[src/rtl/uart_pkg.sv]
// Shared state encoding and parity constants for the parameterised UART transmitter.
package uart_pkg;

    localparam int PARITY_NONE = 0;
    localparam int PARITY_EVEN = 1;
    localparam int PARITY_ODD  = 2;

    typedef enum logic [2:0] {
        ST_IDLE   = 3'd0,
        ST_START  = 3'd1,
        ST_DATA   = 3'd2,
        ST_PARITY = 3'd3,
        ST_STOP   = 3'd4,
        ST_CHECK  = 3'd5
    } tx_state_t;

    // Parity bit from the XOR-reduction of the word: as-is for even, inverted for odd.
    function automatic logic parity_bit(input int mode, input logic xor_red);
        return (mode == PARITY_ODD) ? ~xor_red : xor_red;
    endfunction

endpackage

[src/rtl/uart_tx_fifo.sv]
// Input FIFO of the UART transmitter: power-of-two depth, wrapping pointers, occupancy counter.
module uart_tx_fifo
    import uart_pkg::*;
#(
    parameter int DATA_W     = 8,
    parameter int FIFO_DEPTH = 4
) (
    input  logic                          clk,
    input  logic                          rst_n,
    input  logic                          i_push,
    input  logic [DATA_W-1:0]             i_data,
    input  logic                          i_pop,
    output logic [DATA_W-1:0]             o_data,
    output logic                          o_full,
    output logic                          o_empty,
    output logic [$clog2(FIFO_DEPTH):0]   o_count
);

    localparam int PTR_W = $clog2(FIFO_DEPTH);

    logic [DATA_W-1:0] r_mem [FIFO_DEPTH];
    logic [PTR_W-1:0]  r_wr_ptr;
    logic [PTR_W-1:0]  r_rd_ptr;
    logic [PTR_W:0]    r_count;
    logic              w_do_push;
    logic              w_do_pop;

    assign o_full    = (r_count == (PTR_W + 1)'(FIFO_DEPTH));
    assign o_empty   = (r_count == '0);
    assign o_count   = r_count;
    assign w_do_push = i_push && !o_full;
    assign w_do_pop  = i_pop && !o_empty;
    assign o_data    = r_mem[r_rd_ptr];

    // Pointers wrap naturally because the depth is a power of two.
    always_ff @(posedge clk or negedge rst_n) begin
        if (!rst_n) begin
            r_wr_ptr <= '0;
            r_rd_ptr <= '0;
            r_count  <= '0;
        end else begin
            if (w_do_push) begin
                r_wr_ptr <= r_wr_ptr + 1'b1;
            end
            if (w_do_pop) begin
                r_rd_ptr <= r_rd_ptr + 1'b1;
            end
            case ({w_do_push, w_do_pop})
                2'b10:   r_count <= r_count + 1'b1;
                2'b01:   r_count <= r_count - 1'b1;
                default: r_count <= r_count;
            endcase
        end
    end

    always_ff @(posedge clk) begin
        if (w_do_push) begin
            r_mem[r_wr_ptr] <= i_data;
        end
    end

endmodule

[src/rtl/uart_tx_param.sv]
// Parameterised UART transmitter with input FIFO, optional parity, 1/2 stop bits and
// NACK-driven retransmission. The serial line is registered, so it lags the state by one edge.
module uart_tx_param
    import uart_pkg::*;
#(
    parameter int DATA_W      = 8,
    parameter int PARITY_MODE = 1,
    parameter int STOP_BITS   = 1,
    parameter int MAX_RETRY   = 3,
    parameter int FIFO_DEPTH  = 4
) (
    input  logic                         CLK_Baudin,
    input  logic                         RstTx_n,
    input  logic [DATA_W-1:0]            DataIn,
    input  logic                         NewData,
    output logic                         Ready,
    input  logic                         Flag_in,
    output logic                         TransmittedSerialData,
    output logic                         DoneTx,
    output logic                         ErrTx,
    output logic                         Busy,
    output logic [2:0]                   o_dbg_state,
    output logic [$clog2(FIFO_DEPTH):0]  o_dbg_fifo_count
);

    localparam int CNT_W = $clog2(DATA_W);
    localparam int RTY_W = $clog2(MAX_RETRY + 2);

    tx_state_t         r_state;
    tx_state_t         w_state_nxt;
    logic [CNT_W-1:0]  r_bit_cnt;
    logic [CNT_W-1:0]  w_cnt_nxt;
    logic [RTY_W-1:0]  r_retry;
    logic [RTY_W-1:0]  w_retry_nxt;
    logic [DATA_W-1:0] r_shift;
    logic [DATA_W-1:0] w_shift_nxt;
    logic [DATA_W-1:0] r_hold;
    logic [DATA_W-1:0] w_hold_nxt;
    logic              r_tx;
    logic              w_tx_nxt;
    logic              r_done;
    logic              w_done_nxt;
    logic              r_err;
    logic              w_err_nxt;
    logic              w_pop;
    logic              w_full;
    logic              w_empty;
    logic [DATA_W-1:0] w_fifo_data;

    // Handshake: a word is taken on every rising edge where NewData and Ready are both high;
    // Ready is low only while the FIFO is full, and a push seen then is simply dropped.
    uart_tx_fifo #(
        .DATA_W     (DATA_W),
        .FIFO_DEPTH (FIFO_DEPTH)
    ) u_fifo (
        .clk     (CLK_Baudin),
        .rst_n   (RstTx_n),
        .i_push  (NewData),
        .i_data  (DataIn),
        .i_pop   (w_pop),
        .o_data  (w_fifo_data),
        .o_full  (w_full),
        .o_empty (w_empty),
        .o_count (o_dbg_fifo_count)
    );

    assign Ready                 = !w_full;
    assign TransmittedSerialData = r_tx;
    assign DoneTx                = r_done;
    assign ErrTx                 = r_err;
    assign Busy                  = (r_state != ST_IDLE);
    assign o_dbg_state           = r_state;

    always_ff @(posedge CLK_Baudin or negedge RstTx_n) begin
        if (!RstTx_n) begin
            r_state <= ST_IDLE;
        end else begin
            r_state <= w_state_nxt;
        end
    end

    always_comb begin
        w_state_nxt = r_state;
        w_cnt_nxt   = r_bit_cnt;
        w_retry_nxt = r_retry;
        w_shift_nxt = r_shift;
        w_hold_nxt  = r_hold;
        w_pop       = 1'b0;
        w_tx_nxt    = 1'b1;
        w_done_nxt  = 1'b0;
        w_err_nxt   = 1'b0;
        unique case (r_state)
            ST_IDLE: begin
                if (!w_empty) begin
                    w_pop       = 1'b1;
                    w_shift_nxt = w_fifo_data;
                    w_hold_nxt  = w_fifo_data;
                    w_retry_nxt = '0;
                    w_state_nxt = ST_START;
                end
            end
            ST_START: begin
                w_tx_nxt    = 1'b0;
                w_cnt_nxt   = '0;
                w_state_nxt = ST_DATA;
            end
            ST_DATA: begin
                w_tx_nxt    = r_shift[0];
                w_shift_nxt = r_shift >> 1;
                if (r_bit_cnt == CNT_W'(DATA_W - 1)) begin
                    w_cnt_nxt   = '0;
                    w_state_nxt = (PARITY_MODE != PARITY_NONE) ? ST_PARITY : ST_STOP;
                end else begin
                    w_cnt_nxt = r_bit_cnt + 1'b1;
                end
            end
            ST_PARITY: begin
                w_tx_nxt    = parity_bit(PARITY_MODE, ^r_hold);
                w_cnt_nxt   = '0;
                w_state_nxt = ST_STOP;
            end
            ST_STOP: begin
                if (r_bit_cnt == CNT_W'(STOP_BITS - 1)) begin
                    w_cnt_nxt   = '0;
                    w_state_nxt = ST_CHECK;
                end else begin
                    w_cnt_nxt = r_bit_cnt + 1'b1;
                end
            end
            ST_CHECK: begin
                // A retry replays the held word; the FIFO is untouched until the frame resolves.
                if (!Flag_in) begin
                    w_done_nxt  = 1'b1;
                    w_state_nxt = ST_IDLE;
                end else if (r_retry < RTY_W'(MAX_RETRY)) begin
                    w_retry_nxt = r_retry + 1'b1;
                    w_shift_nxt = r_hold;
                    w_state_nxt = ST_START;
                end else begin
                    w_err_nxt   = 1'b1;
                    w_state_nxt = ST_IDLE;
                end
            end
            default: begin
                w_state_nxt = ST_IDLE;
            end
        endcase
    end

    always_ff @(posedge CLK_Baudin or negedge RstTx_n) begin
        if (!RstTx_n) begin
            r_bit_cnt <= '0;
            r_retry   <= '0;
            r_shift   <= '0;
            r_hold    <= '0;
            r_tx      <= 1'b1;
            r_done    <= 1'b0;
            r_err     <= 1'b0;
        end else begin
            r_bit_cnt <= w_cnt_nxt;
            r_retry   <= w_retry_nxt;
            r_shift   <= w_shift_nxt;
            r_hold    <= w_hold_nxt;
            r_tx      <= w_tx_nxt;
            r_done    <= w_done_nxt;
            r_err     <= w_err_nxt;
        end
    end

endmodule

[config.mk]
export PLATFORM = sky130hd
export DESIGN_NAME = uart_tx_param
export DESIGN_NICKNAME = d
export VERILOG_FILES = /design/src/rtl/uart_pkg.sv /design/src/rtl/uart_tx_fifo.sv /design/src/rtl/uart_tx_param.sv
export SDC_FILE = /design/constraint.sdc
export NUM_CORES = 1
export LEC_CHECK = 0
export BUFFER_PORTS_ARGS = -buffer_cell sky130_fd_sc_hd__buf_2
export CAP_MARGIN = 10
export CORE_ASPECT_RATIO = 1.2
export CORE_MARGIN = 1
export CORE_UTILIZATION = 30
export CTS_CLUSTER_DIAMETER = 100
export DETAILED_ROUTE_END_ITERATION = 8
export PLACE_DENSITY = 0.48
export SYNTH_ARGS = -nofsm -noshare
export SYNTH_HDL_FRONTEND = slang
export SYNTH_SLANG_ARGS = --single-unit
[constraint.sdc]
create_clock -name CLK_Baudin -period 5.3 [get_ports CLK_Baudin]
set_input_delay 0.265 -clock CLK_Baudin [delete_from_list [all_inputs] [get_ports CLK_Baudin]]
set_output_delay 0.265 -clock CLK_Baudin [all_outputs]
set_load 0.05 [all_outputs]
# == Word-level counts from Yosys, hierarchy flattened ==
# Memory sizes are Yosys's and may differ from the RTL's.
# Cells that the tools add are included.
# totals
n_memories,1
output_inout_bits,11
ramBits,32
ff_bits,35
# memory_table
memory,depth,width,rd,rd_ports_with_merged_regs,write_ports,line,source
u_fifo.r_mem,4,8,1,0,1,uart_tx_fifo.sv:21,logic [DATA_W-1:0] r_mem [FIFO_DEPTH];
# classes
muxes,28
magnitude_cmp,1
bitwise,1
n_reduce_logical,18
eq_ne,14
add_sub_neg,6
# ops
operator,n
2-to-1 mux 3 bit,8
2-to-1 mux 8 bit,3
case mux 8 bit (3 select lines),1
case mux 3 bit (6 select lines),1
equality test 3 bit (second input constant),4
case mux 3 bit (2 select lines),2
2-to-1 mux 1 bit,11
inequality test 2 bit (second input constant),5
adder 3 x 1 -> 3 bit (second input constant),3
zero test 3 bit,3
case mux 3 bit (3 select lines),1
nonzero test 3 bit,3
AND reduction 4 bit,2
XOR reduction 8 bit,1
equality test 3 x 2 -> 1 bit (second input constant),2
adder 2 x 1 -> 2 bit (second input constant),2
nonzero test 2 bit,2
equality test 3 x 1 -> 1 bit (second input constant),1
less-than comparator 3 x 2 -> 1 bit (second input constant),1
case mux 1 bit (3 select lines),1
AND reduction 3 bit,1
subtractor 3 x 1 -> 3 bit (second input constant),1
equality test 2 x 1 -> 1 bit (second input constant),1
equality test 2 bit (second input constant),1
other kinds (5),7

# == Longest topological paths before layout ==
# depth
word_depth,6
ltp_mapped,11
depth_no_buf,10

# == By module ==
# Synthesis repeated with hierarchy kept, for this count alone.
# unflattened
cells_unflattened,250
area_unflattened_um2,3305.7
# by_module_without_submodules
module,cells_per_inst,area_each_um2,n_inst
uart_tx_param,170,1721.7,1
uart_tx_fifo,80,1584.0,1

# == Worst setup path before layout ==
# OpenSTA, ideal clock, no wires.
# synth_timing
path_type,reg-to-reg
from,register r_state[1] (netlist: o_dbg_state[1])
to,register u_fifo.r_count[2] (netlist: u_fifo.o_count[2])
setup_time_ns,0.082
synth_period_minus_slack_ns,2.783
path_stages_with_launch,12
n_path_buf,2
setup_slack_ns,2.517
arrival_time_ns,2.700
required_ns,5.218
cell_sequence,dfrtp_1 clkbuf_8 nor3_1 inv_1 nor2_1 buf_2 ha_1 inv_1 fa_1 xor2_1 nor2_1 xor2_1
# synth_between
elab_chain_len,5
# synth_rtl
item,line,source
from (decl),uart_tx_param.sv:29,tx_state_t r_state;
from (signal assigned),uart_tx_param.sv:78,r_state <= w_state_nxt;
zero test 3 bit (*),uart_tx_param.sv:92,unique case (r_state)
2-to-1 mux 1 bit (*),uart_tx_param.sv:92,
via u_fifo.i_pop,uart_tx_fifo.sv:12,"input logic i_pop,"
logical AND 1 bit (*),uart_tx_fifo.sv:32,assign w_do_pop = i_pop && !o_empty;
equality test 2 x 1 -> 1 bit or equality test 2 bit (tied branches),uart_tx_fifo.sv:48,"case ({w_do_push, w_do_pop})"
case mux 3 bit (2 select lines) or nonzero test 2 bit (tied branches),n/a,
to (signal assigned),uart_tx_fifo.sv:49,2'b10: r_count <= r_count + 1'b1;
to (signal assigned),uart_tx_fifo.sv:50,2'b01: r_count <= r_count - 1'b1;
to (signal assigned),uart_tx_fifo.sv:51,default: r_count <= r_count;
to (decl),uart_tx_fifo.sv:24,logic [PTR_W:0] r_count;
# Mark *: on every way through the listed nets, which the timed path passes. The rest lies on a longest branch.
# A chain may end at the register's enable or synchronous reset.

# == Worst setup path after layout ==
# layout_timing
from,register r_state[2] (netlist: o_dbg_state[2])
to,register u_fifo.r_count[2] (netlist: u_fifo.o_count[2])
# layout_between
elab_chain_len,5
# layout_rtl
item,line
zero test 3 bit (*),uart_tx_param.sv:92
2-to-1 mux 1 bit (*),uart_tx_param.sv:92
logical AND 1 bit (*),uart_tx_fifo.sv:32
equality test 2 x 1 -> 1 bit or equality test 2 bit (tied branches),uart_tx_fifo.sv:48
case mux 3 bit (2 select lines) or nonzero test 2 bit (tied branches),n/a
# Mark *: on every way between the ends. The rest lies on a longest branch, timed or not.

==> metrics <==
core footprint=roughly 11000 um^2; commonest non-fill, non-tap cell in the layout=dfrtp_1; Mapped Nets=280; Rows=42; clk_skew=0.006724 ns; Detail Route Antenna Nets=0; critical path type=flip-flop to flip-flop; RSZ-0062 raised after global routing=no; first-pass detailed-route iteration total=4; post-DR vias/cell=5.126; vias in the first global route=2105; Post-CTS Hold Buffers=0; dpl ws=about 2.3 ns; clk_lat worst skew=around 0.33 ns; Synth Flop Type=dfrtp_1; FFs w/ async S/R, synth=a little over half; root buf cell=clkbuf_16; Initial Utilization=30.73%; Layout Cells excl Fill=about 410; Slew Limit Fails=0; post-DP HPWL=between 4 and 5 mm; # fillers=around 1.1k; Slew @ Worst Pin=about 1 ns; register area share after synthesis=approximately 54%; share of layout cells above drive strength 1=approximately a quarter; setup repair bufs after CTS=0; I/O Buffers=22; crit path max-delay cell type=nor2_1; footprint of the multi-input gates=around 1400 um^2; total track usage=12.75%; DIE WIDTH=~100 um; CTS tree=done; Area Growth Syn to Fin=12.36%; maximum fanout along the worst path=23; commonest cells after routing, fill and taps aside=34 x dfrtp_1, 32 x edfxtp_1, 27 x nor2_1; Num CTS Buffers=9; Arrival @ worst endpoint=around 3.3 ns; EDFF count, synth=32; Tcrit/Tclk final=a little under three fifths; placed inst area=~3500 um^2; setup_tns=0 ns; die area=roughly 12000 um^2; status=finished clean; cell area after layout=~3800 um^2; Distinct cells, synth=45; pin count of the biggest net entering global routing=36; DR vias=between 2k and 2.5k; Post-Syn Instances=258; Inst Count DP=398; # resized after CTS=0; DRC errors left=0; Critical Path Source Type=flip-flop; CTS HTree Levels=3; height of the die=~120 um; Setup crit end kind=flip-flop; FF+latch count, synth=67; Min-Delay Path Class=input port to async pin; clock slew at reported path FFs=0.06 ns; YS warnings=0; Worst Path Required=5.55 ns; synthesized cell area=~3400 um^2; first-pass GRT wire length=11.31 mm; Slew HR=33.67%; CP Cell Sequence=nor3_1 -> inv_1 -> nor2_1 -> ha_1 -> inv_1 -> fa_1 -> xor2_1 -> nor2_1 -> xor2_1; Buf+Inv Stages, Crit Path=2; slack of the critical path=2.279 ns; Layout Nets=299; register area=1838 um^2; worst-case vdd ir drop=between 0.00015 and 0.0002 V; Iter 0 DRT Violations=about 110; Clock Sinks=67; gpl congestion=~0.76; Final min period=roughly 3 ns; gr ovfl total=0; f_max=0.3311 GHz; final setup vio count=0; Final Hold Fails=0; clk buf depth=2; worst stage delay on the critical path=0.71 ns; Leak=around 1.5 nW; final wirelength=6.788 mm; Syn Area/Cell=~13 um^2; max cap viols=0; initial antenna violation count=0; antenna cell count=0; PwrDens=about 670 nW/um^2; I/O pin count=23; WL per Instance=about 16 um; Top delay family on crit path=simple AND/OR/NAND/NOR gates
[metrics by stage]
stage | total power (W) | hold slack (ns) | utilization, %
after detailed placement | 0.002056 | 0.4326 | 32.15
after floorplan | 0.001851 | -0.03059 | -
final | 0.002553 | 0.04356 | 34.52
after global routing | 0.002733 | 0.1247 | 34.52
after global placement | 0.002042 | 0.4390 | 32.15
after CTS | 0.002587 | 0.08403 | 34.52
[Yosys cell counts (2+ instances only)]
master     count  area share (%)
nand2b_1       3            0.55
a2111oi_2      3             1.3
edfxtp_1      32              28
a2111oi_0      3            0.78
nand3_1        2            0.30
buf_6          4             1.3
inv_1         10             1.1
xor2_1         3            0.78
o22ai_1       10             1.8
clkbuf_8       3             1.2
mux4_2         8             5.3
a21oi_1        9             1.3
and3_1         5            0.92
nand2_1        9             1.0
mux2_2        17             5.6
a2bb2oi_1      2            0.52
nor3_1         3            0.44
mux2i_1        9             2.7
dfrtp_1       34              25
o21ai_0        9             1.3
ha_1           9             3.3
a22o_1         8             2.1
nor2_1        27             3.0
clkbuf_1       3            0.33
xnor2_1       10             2.6
buf_2          4            0.59
[state kept, by name, indices dropped and copies added, names as in the netlist]
register,cells
r_bit_cnt,3
u_fifo.r_wr_ptr,2
u_fifo.r_mem,32
u_fifo.o_count,3
TransmittedSerialData,1
ErrTx,1
r_retry,3
o_dbg_state,3
DoneTx,1
u_fifo.r_rd_ptr,2
r_hold,8
r_shift,8
[layout make-up]
class,count,area share [%]
tap,132,4.335
multi-input combinational,167,36.68
inverter,10,0.9852
clock buffer,10,6.010
clock inverter,6,0.8539
sequential,67,48.24
timing repair buffer,22,2.890
[routing by layer]
layer / global-route usage, % / wire (um)
met1: 17.11 / 3209
met2: 19.54 / 3216
met3: 3.134 / 218
met4: 5.515 / 144
met5: 0 / 0
[cell families (layout without fill, tap and decap cells)]
logic type               count (synthesis)  after routing  share of synthesized area (%)
AO/OA/AOI/OAI                           53             53                          12.07
flip-flops                              67             67                          54.21
multiplexers                            34             34                          13.62
XOR/XNOR                                13             13                          3.358
adder cells (fa/ha/maj)                 10             10                          3.912
buffers and inverters                   24             48                          4.576
AND/OR/NAND/NOR                         57             57                          8.266
[path summary, 6_finish.rpt]
check | endpoint | depth (start not counted) | from | slack [ns]
max in group asynchronous | u_fifo.r_wr_ptr[1]$_DFFE_PN0P_ | 1 | RstTx_n | 4.72
worst max register to register | u_fifo.o_count[2]$_DFFE_PN0P_ | 9 | o_dbg_state[2]$_DFFE_PN0P_ | 2.28
min in group CLK_Baudin | u_fifo.r_mem[2][4]$_DFFE_PP_ | 1 | DataIn[4] | 0.15
worst min register to register | r_shift[3]$_DFFE_PN0P_ | 1 | r_shift[3]$_DFFE_PN0P_ | 0.50
worst max-delay path | u_fifo.o_count[2]$_DFFE_PN0P_ | 9 | o_dbg_state[2]$_DFFE_PN0P_ | 2.28
worst min-delay path | DoneTx$_DFF_PN0_ | 1 | RstTx_n | 0.04
[power by group]
part / leakage [nW] / switching (W) / internal (W)
clock network: 0.123 / 0.000213 / 0.000311
logic: 0.659 / 0.000579 / 0.000508
registers: 0.723 / 0.000214 / 0.000727
total: 1.50 / 0.00101 / 0.00155
Note: power is estimated with default switching activity, not from simulation.
